--- config.mk ---
export PLATFORM = sky130hd
export DESIGN_NAME = ysyx_201979054_icache_refill_ctrl_flat
export DESIGN_NICKNAME = d
export VERILOG_FILES = /design/src/rtl/ysyx_201979054_icache_refill_ctrl_pkg.sv /design/src/rtl/ysyx_201979054_icache_refill_ctrl_if.sv /design/src/rtl/ysyx_201979054_icache_refill_ctrl_line_buffer.sv /design/src/rtl/ysyx_201979054_icache_refill_ctrl.sv /design/src/flat_wrapper.sv
export SDC_FILE = /design/constraint.sdc
export NUM_CORES = 1
export LEC_CHECK = 0
export CORE_AREA = 2 2 317 319
export DETAILED_ROUTE_END_ITERATION = 6
export DIE_AREA = 0 0 319 321
export PLACE_DENSITY_LB_ADDON = 0.15
export SLEW_MARGIN = 10
export SYNTH_ARGS = -nofsm -noshare
export SYNTH_HDL_FRONTEND = slang
export SYNTH_SLANG_ARGS = --single-unit
--- constraint.sdc ---
create_clock -name clk -period 4.7 [get_ports clk]
set_input_delay 0.705 -clock clk [delete_from_list [all_inputs] [get_ports clk]]
set_output_delay 0.705 -clock clk [all_outputs]
set_load 0.02 [all_outputs]
--- src/rtl/ysyx_201979054_icache_refill_ctrl_pkg.sv ---
// Shared types and sizing for the instruction-cache refill controller.
package ysyx_201979054_icache_refill_ctrl_pkg;

    localparam int DEF_BLOCK_WIDTH = 512;
    localparam int DEF_BEAT_WIDTH  = 64;
    localparam int DEF_ADDR_WIDTH  = 64;
    localparam int BEATS           = DEF_BLOCK_WIDTH / DEF_BEAT_WIDTH;
    localparam int LINE_OFF_W      = $clog2(DEF_BLOCK_WIDTH / 8);

    typedef enum logic [1:0] {
        S_IDLE,
        S_REQ,
        S_FILL,
        S_WRITE
    } refill_state_t;

    function automatic int line_off_width(input int block_width);
        return $clog2(block_width / 8);
    endfunction

    function automatic int beat_idx_width(input int beats);
        return (beats > 1) ? $clog2(beats) : 1;
    endfunction

endpackage

--- src/rtl/ysyx_201979054_icache_refill_ctrl_if.sv ---
// Read-address / read-data channel between the refill controller and memory.
interface ysyx_201979054_icache_refill_ctrl_if
    import ysyx_201979054_icache_refill_ctrl_pkg::*;
#(
    parameter int ADDR_WIDTH = DEF_ADDR_WIDTH,
    parameter int BEAT_WIDTH = DEF_BEAT_WIDTH
);

    logic                  arvalid;
    logic                  arready;
    logic [ADDR_WIDTH-1:0] araddr;
    logic                  rvalid;
    logic                  rready;
    logic [BEAT_WIDTH-1:0] rdata;
    logic                  rlast;

    modport master (
        output arvalid, araddr, rready,
        input  arready, rvalid, rdata, rlast
    );

    modport slave (
        input  arvalid, araddr, rready,
        output arready, rvalid, rdata, rlast
    );

endinterface

--- src/rtl/ysyx_201979054_icache_refill_ctrl_line_buffer.sv ---
// Refill line buffer: one beat written per accepted read beat, whole line read out.
module ysyx_201979054_line_buffer #(
    parameter int BLOCK_WIDTH = 512,
    parameter int BEAT_WIDTH  = 64,
    parameter int IDX_W       = 3
) (
    input  logic                   clk,
    input  logic                   arst,
    input  logic                   we,
    input  logic [IDX_W-1:0]       idx,
    input  logic [BEAT_WIDTH-1:0]  wdata,
    output logic [BLOCK_WIDTH-1:0] line
);

    always_ff @(posedge clk) begin
        if (arst) begin
            line <= '0;
        end else if (we) begin
            line[BEAT_WIDTH*idx +: BEAT_WIDTH] <= wdata;
        end
    end

endmodule

--- src/rtl/ysyx_201979054_icache_refill_ctrl.sv ---
// I-cache miss handler: fetches one line over a burst read channel and writes it into the cache.
//   state   | meaning
//   S_IDLE  | serve hits, detect miss or fence.i
//   S_REQ   | present line address until memory accepts it
//   S_FILL  | collect BEATS read beats into the line buffer
//   S_WRITE | one-cycle cache write of the assembled line
module ysyx_201979054_icache_refill_ctrl
    import ysyx_201979054_icache_refill_ctrl_pkg::*;
#(
    parameter int BLOCK_WIDTH = DEF_BLOCK_WIDTH,
    parameter int BEAT_WIDTH  = DEF_BEAT_WIDTH,
    parameter int ADDR_WIDTH  = DEF_ADDR_WIDTH
) (
    input  logic                   clk,
    input  logic                   arst,
    input  logic                   i_fetch_req,
    input  logic [ADDR_WIDTH-1:0]  i_instr_addr,
    input  logic                   i_hit,
    input  logic                   i_instr_addr_ma,
    input  logic                   i_fence_i,
    output logic                   o_stall,
    output logic                   o_cache_we,
    output logic                   o_invalidate,
    output logic [ADDR_WIDTH-1:0]  o_cache_addr,
    output logic [BLOCK_WIDTH-1:0] o_cache_line,
    ysyx_201979054_icache_refill_ctrl_if.master mem,
    output logic                   o_protocol_err,
    output logic [31:0]            o_miss_count
);

    localparam int NBEATS = BLOCK_WIDTH / BEAT_WIDTH;
    localparam int OFF_W  = line_off_width(BLOCK_WIDTH);
    localparam int CNT_W  = beat_idx_width(NBEATS);

    refill_state_t         state_q, state_d;
    logic [ADDR_WIDTH-1:0] line_addr_q;
    logic [CNT_W-1:0]      beat_q;
    logic                  fence_pend_q;
    logic                  inv_q;
    logic                  perr_q;
    logic [31:0]           miss_cnt_q;
    logic                  miss;
    logic                  beat_acc;
    logic                  last_beat;
    logic                  start_refill;

    assign miss         = i_fetch_req & ~i_hit & ~i_instr_addr_ma;
    assign start_refill = (state_q == S_IDLE) & miss & ~i_fence_i;
    assign beat_acc     = (state_q == S_FILL) & mem.rvalid;
    assign last_beat    = (beat_q == CNT_W'(NBEATS - 1));

    always_comb begin
        state_d     = state_q;
        o_stall     = 1'b0;
        mem.arvalid = 1'b0;
        mem.rready  = 1'b0;
        o_cache_we  = 1'b0;
        case (state_q)
            S_IDLE: begin
                o_stall = miss;
                if (start_refill) state_d = S_REQ;
            end
            S_REQ: begin
                o_stall     = 1'b1;
                mem.arvalid = 1'b1;
                if (mem.arready) state_d = S_FILL;
            end
            S_FILL: begin
                o_stall    = 1'b1;
                mem.rready = 1'b1;
                // rlast is only advisory; the beat count alone ends the burst
                if (beat_acc && last_beat) state_d = S_WRITE;
            end
            S_WRITE: begin
                o_stall    = 1'b1;
                o_cache_we = 1'b1;
                state_d    = S_IDLE;
            end
            default: state_d = S_IDLE;
        endcase
    end

    always_ff @(posedge clk) begin
        if (arst) begin
            state_q      <= S_IDLE;
            line_addr_q  <= '0;
            beat_q       <= '0;
            fence_pend_q <= 1'b0;
            inv_q        <= 1'b0;
            perr_q       <= 1'b0;
            miss_cnt_q   <= '0;
        end else begin
            state_q <= state_d;
            if (start_refill) begin
                line_addr_q <= {i_instr_addr[ADDR_WIDTH-1:OFF_W], {OFF_W{1'b0}}};
            end
            if (state_q == S_REQ && mem.arready) begin
                beat_q <= '0;
            end else if (beat_acc) begin
                beat_q <= beat_q + 1'b1;
            end
            perr_q <= beat_acc & (mem.rlast != last_beat);
            // a fence seen mid-refill is held and released right after the line lands
            inv_q <= (i_fence_i & ((state_q == S_IDLE) | (state_q == S_WRITE)))
                   | ((state_q == S_WRITE) & fence_pend_q);
            if (state_q == S_WRITE) begin
                fence_pend_q <= 1'b0;
            end else if (i_fence_i && state_q != S_IDLE) begin
                fence_pend_q <= 1'b1;
            end
            if (state_q == S_WRITE) begin
                miss_cnt_q <= miss_cnt_q + 32'd1;
            end
        end
    end

    ysyx_201979054_line_buffer #(
        .BLOCK_WIDTH (BLOCK_WIDTH),
        .BEAT_WIDTH  (BEAT_WIDTH),
        .IDX_W       (CNT_W)
    ) u_line_buffer (
        .clk   (clk),
        .arst  (arst),
        .we    (beat_acc),
        .idx   (beat_q),
        .wdata (mem.rdata),
        .line  (o_cache_line)
    );

    assign mem.araddr     = line_addr_q;
    assign o_cache_addr   = (state_q == S_WRITE) ? line_addr_q : i_instr_addr;
    assign o_invalidate   = inv_q;
    assign o_protocol_err = perr_q;
    assign o_miss_count   = miss_cnt_q;

endmodule

--- src/flat_wrapper.sv ---
// flat-port wrapper written by rule: the top's interface ports become plain ports
module ysyx_201979054_icache_refill_ctrl_flat import ysyx_201979054_icache_refill_ctrl_pkg::*;
#(
    parameter int BLOCK_WIDTH = DEF_BLOCK_WIDTH,
    parameter int BEAT_WIDTH  = DEF_BEAT_WIDTH,
    parameter int ADDR_WIDTH  = DEF_ADDR_WIDTH
)
  (clk, arst, i_fetch_req, i_instr_addr, i_hit, i_instr_addr_ma, i_fence_i, o_stall, o_cache_we, o_invalidate, o_cache_addr, o_cache_line, o_protocol_err, o_miss_count, mem_arvalid, mem_araddr, mem_rready, mem_arready, mem_rvalid, mem_rdata, mem_rlast);
  ysyx_201979054_icache_refill_ctrl_if #(.ADDR_WIDTH(ADDR_WIDTH), .BEAT_WIDTH(BEAT_WIDTH)) mem_i ();
  input  logic clk;
  input  logic arst;
  input  logic i_fetch_req;
  input  logic [ADDR_WIDTH-1:0] i_instr_addr;
  input  logic i_hit;
  input  logic i_instr_addr_ma;
  input  logic i_fence_i;
  output logic o_stall;
  output logic o_cache_we;
  output logic o_invalidate;
  output logic [ADDR_WIDTH-1:0] o_cache_addr;
  output logic [BLOCK_WIDTH-1:0] o_cache_line;
  output logic o_protocol_err;
  output logic [31:0] o_miss_count;
  output wire logic [$bits(mem_i.arvalid)-1:0] mem_arvalid;
  output wire logic [$bits(mem_i.araddr)-1:0] mem_araddr;
  output wire logic [$bits(mem_i.rready)-1:0] mem_rready;
  input wire logic [$bits(mem_i.arready)-1:0] mem_arready;
  input wire logic [$bits(mem_i.rvalid)-1:0] mem_rvalid;
  input wire logic [$bits(mem_i.rdata)-1:0] mem_rdata;
  input wire logic [$bits(mem_i.rlast)-1:0] mem_rlast;
  assign mem_arvalid = mem_i.arvalid;
  assign mem_araddr = mem_i.araddr;
  assign mem_rready = mem_i.rready;
  assign mem_i.arready = mem_arready;
  assign mem_i.rvalid = mem_rvalid;
  assign mem_i.rdata = mem_rdata;
  assign mem_i.rlast = mem_rlast;
  ysyx_201979054_icache_refill_ctrl #(.BLOCK_WIDTH(BLOCK_WIDTH), .BEAT_WIDTH(BEAT_WIDTH), .ADDR_WIDTH(ADDR_WIDTH)) u_core (.clk(clk), .arst(arst), .i_fetch_req(i_fetch_req), .i_instr_addr(i_instr_addr), .i_hit(i_hit), .i_instr_addr_ma(i_instr_addr_ma), .i_fence_i(i_fence_i), .o_stall(o_stall), .o_cache_we(o_cache_we), .o_invalidate(o_invalidate), .o_cache_addr(o_cache_addr), .o_cache_line(o_cache_line), .mem(mem_i), .o_protocol_err(o_protocol_err), .o_miss_count(o_miss_count));
endmodule
# After elaboration in Yosys (flattened, before gate mapping)
# Index checks and enable logic that the tools add are counted.
# W data, S select, Z words.
# classes
n_shift,2
n_reduce_logical,9
muxes,10
bitwise_logic,13
n_eq_ne,8
n_addsub,3
# ops
cell,n
$bwmux W512,1
$shift A64 B34 Y512 const A,1
$shiftx A64 B34 Y512,1
$mux W64,1
$neg A9 Y34,1
$add A32 B1 Y32 const B,1
$and A1 B1 Y1,8
$pmux W2 S4,1
$mux W2,3
$eq A2 B2 Y1 const B,2
$ne A2 B2 Y1 const B,2
$reduce_or A2 Y1,2
$add A3 B1 Y3 const B,1
$eq A3 B3 Y1 const B,1
$logic_and A1 B1 Y1,3
$mux W1,3
$not A1 Y1,3
$reduce_and A3 Y1,1
$reduce_or A3 Y1,1
$eq A2 B1 Y1 const B,1
$logic_not A2 Y1,1
$ne A2 B1 Y1 const B,1
$or A1 B1 Y1,2
$pmux W1 S2,1
other kinds (2),2
# totals
out_inout_bits,678
in_bits,137
regBits,610

# Longest topological paths before layout
# depth
word_depth,7
mapped_depth,12
mapped_depth_nobuf,7

# By module
# Synthesis repeated with hierarchy kept, for this count alone.
# hier_totals
hier_cells,2798
area_unflattened_um2,25089.1
# by_module_without_submodules
mod,instances,seq_area_each_um2,cells_each,area_per_inst_um2
ysyx_201979054_line_buffer,1,10249.8,2223,20309.5
ysyx_201979054_icache_refill_ctrl,1,1961.9,575,4779.6

# Worst setup path before layout
# No wires, ideal clock.
# synth_timing
path_kind,register -> register
from,register u_core.beat_q[0]
to,register u_core.u_line_buffer.line[132]
setup_time_ns,0.072
t_required_ns,4.628
arrival_ns,2.562
setup_slack_ns,2.066
stages_incl_launch_ff,11
synth_period_minus_slack_ns,2.634
n_path_buf,4
cell_sequence,dfxtp_1 > buf_6 > clkinv_1 > ha_1 > ha_1 > buf_2 > buf_1 > nand4_1 > nor2_2 > buf_4 > mux2i_1
# synth_between
elab_chain_len,3
elab_cells_between_ends,4
# synth_rtl
element,line_no,text
start: declaration,ysyx_201979054_icache_refill_ctrl.sv:37,logic [CNT_W-1:0] beat_q;
start signal: assignment,ysyx_201979054_icache_refill_ctrl.sv:100,beat_q <= beat_q + 1'b1;
$neg A9 Y34 (*),ysyx_201979054_icache_refill_ctrl_line_buffer.sv:19,line[BEAT_WIDTH*idx +: BEAT_WIDTH] <= wdata;
$shiftx A64 B34 Y512 / $shift A64 B34 Y512 (equally long branches),ysyx_201979054_icache_refill_ctrl_line_buffer.sv:19,
$bwmux W512 (*),ysyx_201979054_icache_refill_ctrl_line_buffer.sv:19,
end signal: indexed assignment,ysyx_201979054_icache_refill_ctrl_line_buffer.sv:19,
end: declaration,ysyx_201979054_icache_refill_ctrl_line_buffer.sv:12,output logic [BLOCK_WIDTH-1:0] line
# Every way passes the cells marked *; elsewhere a longest branch is shown, timed or not.
# A chain may end at the register's enable or synchronous reset.

# Worst setup path in the final report
# layout_timing
from,register u_core.state_q[0]
to,output port o_cache_addr[15]
# layout_between
elab_chain_len,2
# layout_rtl
element,line_no,text
start: declaration,ysyx_201979054_icache_refill_ctrl.sv:35,"refill_state_t state_q, state_d;"
start signal: assignment,ysyx_201979054_icache_refill_ctrl.sv:93,state_q <= state_d;
$eq A2 B2 Y1,ysyx_201979054_icache_refill_ctrl.sv:131,assign o_cache_addr = (state_q == S_WRITE) ? line_addr_q : i_instr_addr;
$mux W64,ysyx_201979054_icache_refill_ctrl.sv:131,
end: declaration,flat_wrapper.sv:20,output logic [ADDR_WIDTH-1:0] o_cache_addr;
# No other way between the ends.

==> impl_metrics.py <==
metrics = {
    "floorplanning": {
        "dieArea_mm2": 0.102,
        "initial_core_util_pct": 23.9,
        "rows": 116,
        "core-area_mm2": 0.0993,
        "die_w_um": 319,
        "die_h_um": 321,
        "ioPinCount": 815,
    },
    "setup_path": {
        "rr_worst_depth": 7,
        "path_buf_inv": 2,
        "slowest_stage": "clkdlybuf4s50_1",
        "reg2reg_to": "u_core.u_line_buffer.line[214]$_SDFFE_PP0P_",
        "critPathTopFamily": "buffers and inverters",
        "r2r-start": "u_core.beat_q[0]$_SDFFE_PP0P_",
        "cp.arrival_ns": 2.97,
        "worstSetupPathType": "reg2out",
        "cp-start-kind": "flop",
        "rrSetupSlack_ns": 1.48,
        "cp_cell_sequence": "ha_2 -> buf_12 -> mux2_2 -> clkdlybuf4s50_1",
        "max_stage_delay_ns": 0.60,
        "required_ns": 3.99,
        "critPathMaxFanout": 54,
        "startpoint": "u_core.state_q[0]$_SDFFE_PP0P_",
        "crit_path_end_kind": "primary output",
    },
    "power_and_ir_drop": {
        "pwr-share-comb_pct": 9.1,
        "irDropWorstVdd_uv": 275,
        "leakage_uw": 0.0111,
        "power_density_mw_per_mm2": 351,
        "switching_share_pct": 25.6,
        "p_int_uw": 9200,
        "pwr-share-clk_pct": 48.3,
        "p_switching_uw": 3170,
        "p_seq_share_pct": 42.6,
    },
    "synth": {
        "synthDistinctLibCells": 44,
        "seq_area_frac_synth_pct": 51.5,
        "synth-seq-cells": 610,
        "synth_area_mm2": 0.0237,
        "synthCells": 2898,
        "post_synth.cell_area_avg_um2": 8.18,
        "synth_warnings": 0,
    },
    "global_route": {
        "grt_pass1_wl_um": 162000,
        "grt_pass1_vias": 21800,
        "antenna_found_initial": 3,
        "grt_max_degree": 121,
        "grt_usage_pct": 21.2,
        "grt_overflow": 0,
    },
    "sta": {
        "fin_setup_tns_ns": 0,
        "rsz0062_at_grt": "false",
        "fmax_mhz": 272,
        "slew_viol_final": 0,
        "worst_slew_pin_slew_ns": 1.15,
        "holdWs_ns": 0.448,
        "fin_skew_ns": 0.0204,
        "worst_slack_ns": 1.02,
        "period_share_pct": 78.2,
        "setup_viol": 0,
        "timing_hold_violations_final": 0,
        "max_slew_margin_pct": 23.2,
        "fin_crit_ns": 3.68,
    },
    "clock_network": {
        "root_buffer": "clkbuf_16",
        "clk_latency_ns": 0.65,
        "h-tree-depth": 3,
        "clock_sinks": 610,
        "clockBufferDepth": 3,
        "numCtsBuffers": 76,
        "clk_pin_slew_ns": 0.05,
        "cts_setup_buffers": 0,
        "cts_tree": "yes",
        "cts_hold_buf": 0,
        "cts_resized": 0,
    },
    "detailed_routing": {
        "routed_wl_um": 114000,
        "firstDrtPassIters": 7,
        "drt_iter0_drc": 1535,
        "drc": 0,
        "avgRoutedWirePerCell_um": 23.2,
        "via_count": 22800,
        "final_antenna_net_count": 0,
        "via_per_inst": 4.66,
    },
    "placed_design": {
        "portBuffers": 808,
        "numPlacedInstances": 4751,
        "dpl_worst_slack_ns": 1.46,
        "place_hpwl_um": 76900,
        "place_congestion": 0.794,
    },
    "worst_hold_path": {
        "min_delay_path_depth": 2,
        "hold_end": "u_core.u_line_buffer.line[277]$_SDFFE_PP0P_",
        "hold_class": "reg2reg",
        "worstHoldStart": "u_core.u_line_buffer.line[277]$_SDFFE_PP0P_",
    },
    "finish": {
        "nFillCells": 10300,
        "ff_latch_area_mm2": 0.0122,
        "multi_input_area_mm2": 0.0101,
        "area_delta_synth_final_pct": 48.5,
        "layout.cells.non_filler": 4891,
        "nets": 3679,
        "utilization_pct": 35.5,
        "drive_gt1_share_pct": 7.16,
    },
    "run_status": {
        "outcome": "complete, no violations",
    },
    "flow_run": {
        "maxCapViolations": 0,
    },
}
[state kept, by name (all words and copies together) (netlist names)]
name                       count
u_core.u_line_buffer.line    512
u_core.o_invalidate            1
u_core.beat_q                  3
u_core.fence_pend_q            1
u_core.o_protocol_err          1
u_core.mem.araddr             58
u_core.state_q                 2
u_core.o_miss_count           32
[worst max path at each step]
| stage | to | slack, ns | depth (start not counted) |
|---|---|---|---|
| CTS | o_cache_addr[15] | 0.98 | 4 |
| finish | o_cache_addr[15] | 1.02 | 4 |
| global route | o_cache_addr[15] | 0.89 | 4 |
| detailed placement | u_core.u_line_buffer.line[137]$_SDFFE_PP0P_ | 1.46 | 7 |
| floorplan | u_core.u_line_buffer.line[132]$_SDFFE_PP0P_ | 2.07 | 10 |
| global placement | u_core.u_line_buffer.line[137]$_SDFFE_PP0P_ | 1.51 | 7 |
[power groups by stage]
| stage | Sequential (uW) | Combinational (uW) | Clock, uW |
|---|---|---|---|
| after floorplan | 5430 | 524 | 0 |
| after global placement | 5380 | 1140 | 0 |
| after detailed placement | 5380 | 1140 | 0 |
| after CTS | 5270 | 1150 | 6150 |
| after global routing | 5270 | 1200 | 6330 |
| final | 5270 | 1130 | 5970 |
[cell type report]
class,instances,area share (%)
Clock inverter,19,0.540
Tap cell,1298,4.61
Antenna cell,2,0.0142
Inverter,11,0.117
Multi-Input combinational cell,1970,28.8
Sequential cell,610,34.7
Clock buffer,119,6.67
Timing Repair Buffer,862,24.6
[layout by cell type (no fill, tap or decap), types with 3 or more instances in the layout]
cell type | netlist | final
nand2b_1 | 67 | 67
nor3_1 | 7 | 5
nand3_1 | 239 | 239
xnor2_1 | 8 | 8
a22o_1 | 6 | 6
dfxtp_1 | 610 | 609
nor2b_1 | 10 | 9
nor2_1 | 19 | 17
inv_1 | 10 | 10
buf_12 | 0 | 12
or3_1 | 9 | 8
and4_1 | 8 | 5
nor4_4 | 3 | 3
o31ai_1 | 11 | 11
nand4_1 | 65 | 65
conb_1 | 1 | 6
clkbuf_8 | 0 | 20
a21oi_1 | 527 | 527
o21ai_0 | 8 | 8
or4_4 | 0 | 3
clkbuf_16 | 0 | 80
ha_1 | 11 | 10
clkdlybuf4s50_1 | 0 | 807
mux2_2 | 60 | 60
and4_4 | 0 | 3
nor2_4 | 0 | 3
clkinvlp_4 | 0 | 3
clkinv_2 | 0 | 9
xor2_1 | 3 | 3
buf_4 | 23 | 42
nand2_1 | 800 | 800
mux2i_1 | 65 | 65
nor4_1 | 4 | 4
or4_1 | 16 | 13
clkbuf_1 | 171 | 19
[per-stage QoR]
stage	instance area (um2)	total power, uW
2_1_floorplan	23700	5960
3_3_place_gp	32700	6520
3_5_place_dp	32700	6520
4_1_cts	35200	12600
5_1_grt	35200	12800
6_report	35200	12400
[tightest hold or removal path: cells and delay by family (launching register included)]
| family | cells | cell delay, ns |
|---|---|---|
| DFF | 1 | 0.31 |
| and+or+nand+nor | 1 | 0.05 |
| AOI/OAI and AO/OA | 1 | 0.05 |
[synthesized netlist by cell type, drive strengths merged]
master  number  area, um2
and2         2       12.5
nand3      240       1210
xor2         3       26.3
conb         1       3.75
a311oi       1       8.76
a21o         2       15.0
and3         2       12.5
nand2      800       3000
inv         10       37.5
nand2b      67        419
xnor2        8       70.1
a22o         6       52.6
o31ai       11       82.6
nand4       65        407
a21oi      527       2640
clkbuf     175        662
nor2        20       77.6
mux2        60        676
or4         16        120
o21ai        8       40.0
and4b        1       10.0
buf        137        746
dfxtp      610      12200
ha          11        138
nand4b       1       8.76
or3          9       56.3
o41ai        2       17.5
and3b        1       8.76
nor3         7       35.0
mux2i       65        651
nor2b       10       62.6
or3b         1       8.76
nor4         7       88.8
nor4b        1       8.76
or4b         2       20.0
and4         8       70.1
clkinv       1       3.75
[cells by family (layout without fill, tap and decap cells)]
group,after synthesis,count (layout),synth area share [%]
compound gates,557,557,12.0
mux,125,125,5.59
simple gates,1260,1260,23.8
flops,610,610,51.5
other cells,1,8,0.0158
xor+xnor,11,11,0.406
buf+inv,323,1011,6.11
fa+ha+maj,11,11,0.580
[metal layers]
layer  up-vias  part of all wire [%]  routed length [um]  track usage, %
li1      11000                     -                   -               -
met1     10900                    43               48700            26.8
met2       708                    47               53400            34.6
met3       172                   6.8                7750            6.04
met4         2                   3.4                3810            7.14
met5         -                 0.011                  13               0
(Power assumes the default switching activity.)
==> edit, RTL diff (same settings) <==
Set the package constant `DEF_BEAT_WIDTH` to 128 (it was 64).
--- a/src/rtl/ysyx_201979054_icache_refill_ctrl_pkg.sv
+++ b/src/rtl/ysyx_201979054_icache_refill_ctrl_pkg.sv
@@ -4,3 +4,3 @@
     localparam int DEF_BLOCK_WIDTH = 512;
-    localparam int DEF_BEAT_WIDTH  = 64;
+    localparam int DEF_BEAT_WIDTH  = 128;
     localparam int DEF_ADDR_WIDTH  = 64;
Interface: changed (resized mem_rdata); port bits go from 815 to 879. The function was not compared with the original's and may differ.
==> edit against the original RTL <==
Final area decreased by 3.6%; power increased by 0.36%; wire length decreased by 12%; count of clock-buffer cells in the layout decreased by 10; sequential cell count decreased by 1; area after synthesis decreased by 9.3%; worst setup slack got worse by 83 ps; final cell count decreased by 10%.
==> edit: results (changes against the original RTL) <==
* CP peak stage delay at 550 ps (was 600 ps)
* Met2 usage at 31.5% (was 34.6%)
* Met1 usage at 20.1% (was 26.8%)
* Met3 WL at 9.45 mm (was 7.75 mm)
* CP arrival at 3050 ps (was 2970 ps)
* Peak supply drop at 283 uV (was 275 uV)
* Reg2reg start: u_core.state_q[0]$_SDFFE_PP0P_ (was u_core.beat_q[0]$_SDFFE_PP0P_)
* Top cells by count, synth: dfxtp_1, nor2_1, a22oi_1 (was nand2_1, dfxtp_1, a21oi_1)
* M3 GR Usage at 7.08% (was 6.04%)
* Layout Skew at 19.7 ps (was 20.4 ps)
* Clock buffer count from CTS at 74 (was 76)
* Placed cells at 4266 (was 4751)
* Sequential fraction of the synthesis area at 56.7% (was 51.5%)
* Post_cts resized at 0 (unchanged)
* Status: finished, final reports clean (unchanged)
* Slew headroom at 22.8% (was 23.2%)
* Avg WL per Cell at 22.8 um (was 23.2 um)
* Metal2 WL at 48.3 mm (was 53.4 mm)
* DR vias at 20742 (was 22794)
* First-pass GRT wire length at 144 mm (was 162 mm)
* Final hold slack at 466 ps (was 448 ps)
* Non-filler cells, final at 4403 (was 4891)
* FF-to-FF setup slack at 1670 ps (was 1480 ps)
* Sequential power share at 42.8% (was 42.6%)
* Leading post-synthesis cells by cell area: dfxtp_1, a22oi_1, nor2_1, mux2_2, clkbuf_1 (was dfxtp_1, nand2_1, a21oi_1, nand3_1, mux2_2)
* Post-Synthesis Cells at 2274 (was 2898)
* DRT iter0 DRCs at 1497 (was 1535)
* GRT Total Usage at 18.6% (was 21.2%)
* Hold endpoint: u_core.mem.araddr[40]$_SDFFE_PP0P_ (was u_core.u_line_buffer.line[277]$_SDFFE_PP0P_)
* Netlist cell types at 41 (was 44)
* Lkg Pwr at 0.0116 uW (was 0.0111 uW)
* Cell Area, Placed at 31500 sq um (was 32700 sq um)
* HP Start: u_core.mem.araddr[40]$_SDFFE_PP0P_ (was u_core.u_line_buffer.line[277]$_SDFFE_PP0P_)
* Sw Ratio at 25.2% (was 25.6%)
* Post-synth ARST share at 0% (unchanged)
* Nets at 3257 (was 3679)
* Worst Reg-to-Reg Cells at 6 (was 7)
* Placer congestion estimate at 0.831 (was 0.794)
* Vias in the first global route at 20294 (was 21750)
* Largest net degree at the start of global routing at 133 (was 121)
* FF-to-FF End: u_core.o_miss_count[31]$_SDFFE_PP0N_ (was u_core.u_line_buffer.line[214]$_SDFFE_PP0P_)
* Fraction of layout cells with a size suffix above 1 at 7.28% (was 7.16%)
* Estimated wirelength of the detail-placed design at 67.9 mm (was 76.9 mm)
* Power share of the combinational group at 10.0% (was 9.1%)
## edit: cell types whose count changed after synthesis, moves of 29 or more
cell and delta:
mux2i_1 -64, clkbuf_1 -29, nand4_1 -52, nand2_1 -667, nor2_1 +516, a22oi_1 +512
buf_1 -29, nand2b_1 -66, a21oi_1 -452, nand3_1 -228
## edit: worst max-delay path by stage
stage	start	endpoint	slack [ps]	cells past startpoint
3_5_place_dp	i_fetch_req	o_stall	1560	4
3_3_place_gp	i_fetch_req	o_stall	1560	4
5_1_grt	u_core.state_q[0]$_SDFFE_PP0P_	o_cache_addr[46]	830	4
6_report	u_core.state_q[0]$_SDFFE_PP0P_	o_cache_addr[46]	940	4
4_1_cts	u_core.state_q[0]$_SDFFE_PP0P_	o_cache_addr[46]	850	4
2_1_floorplan	u_core.state_q[0]$_SDFFE_PP0P_	o_cache_addr[24]	2260	4
## edit: per-stage QoR
step	util, %	power (uW)	setup WS [ps]
after CTS	34.2	12600	853
after floorplan	-	5960	2260
after global routing	34.2	12900	825
final	34.2	12400	940
after detailed placement	31.7	6670	1560
after global placement	31.7	6660	1560
## edit: layout make-up
type / count / share of cell area (%)
inverter: 9 / 0.0995
multi-input combinational: 1452 / 25.1
timing repair buffer: 898 / 26.7
tap: 1298 / 4.78
clock buffer: 109 / 6.43
sequential: 609 / 35.9
antenna: 2 / 0.0147
clock inverter: 26 / 0.907
## edit: logic make-up (layout without fill, tap and decap cells)
logic type	after synthesis	count (layout)	share of synthesized area (%)
AND/OR/NAND/NOR	751	751	14.2
buffers and inverters	218	1042	4.24
other	1	8	0.0174
AO/OA/AOI/OAI	602	602	20.1
multiplexers	67	67	3.50
XOR/XNOR	14	14	0.570
flip-flops	609	609	56.7
adder cells (fa/ha/maj)	12	12	0.698
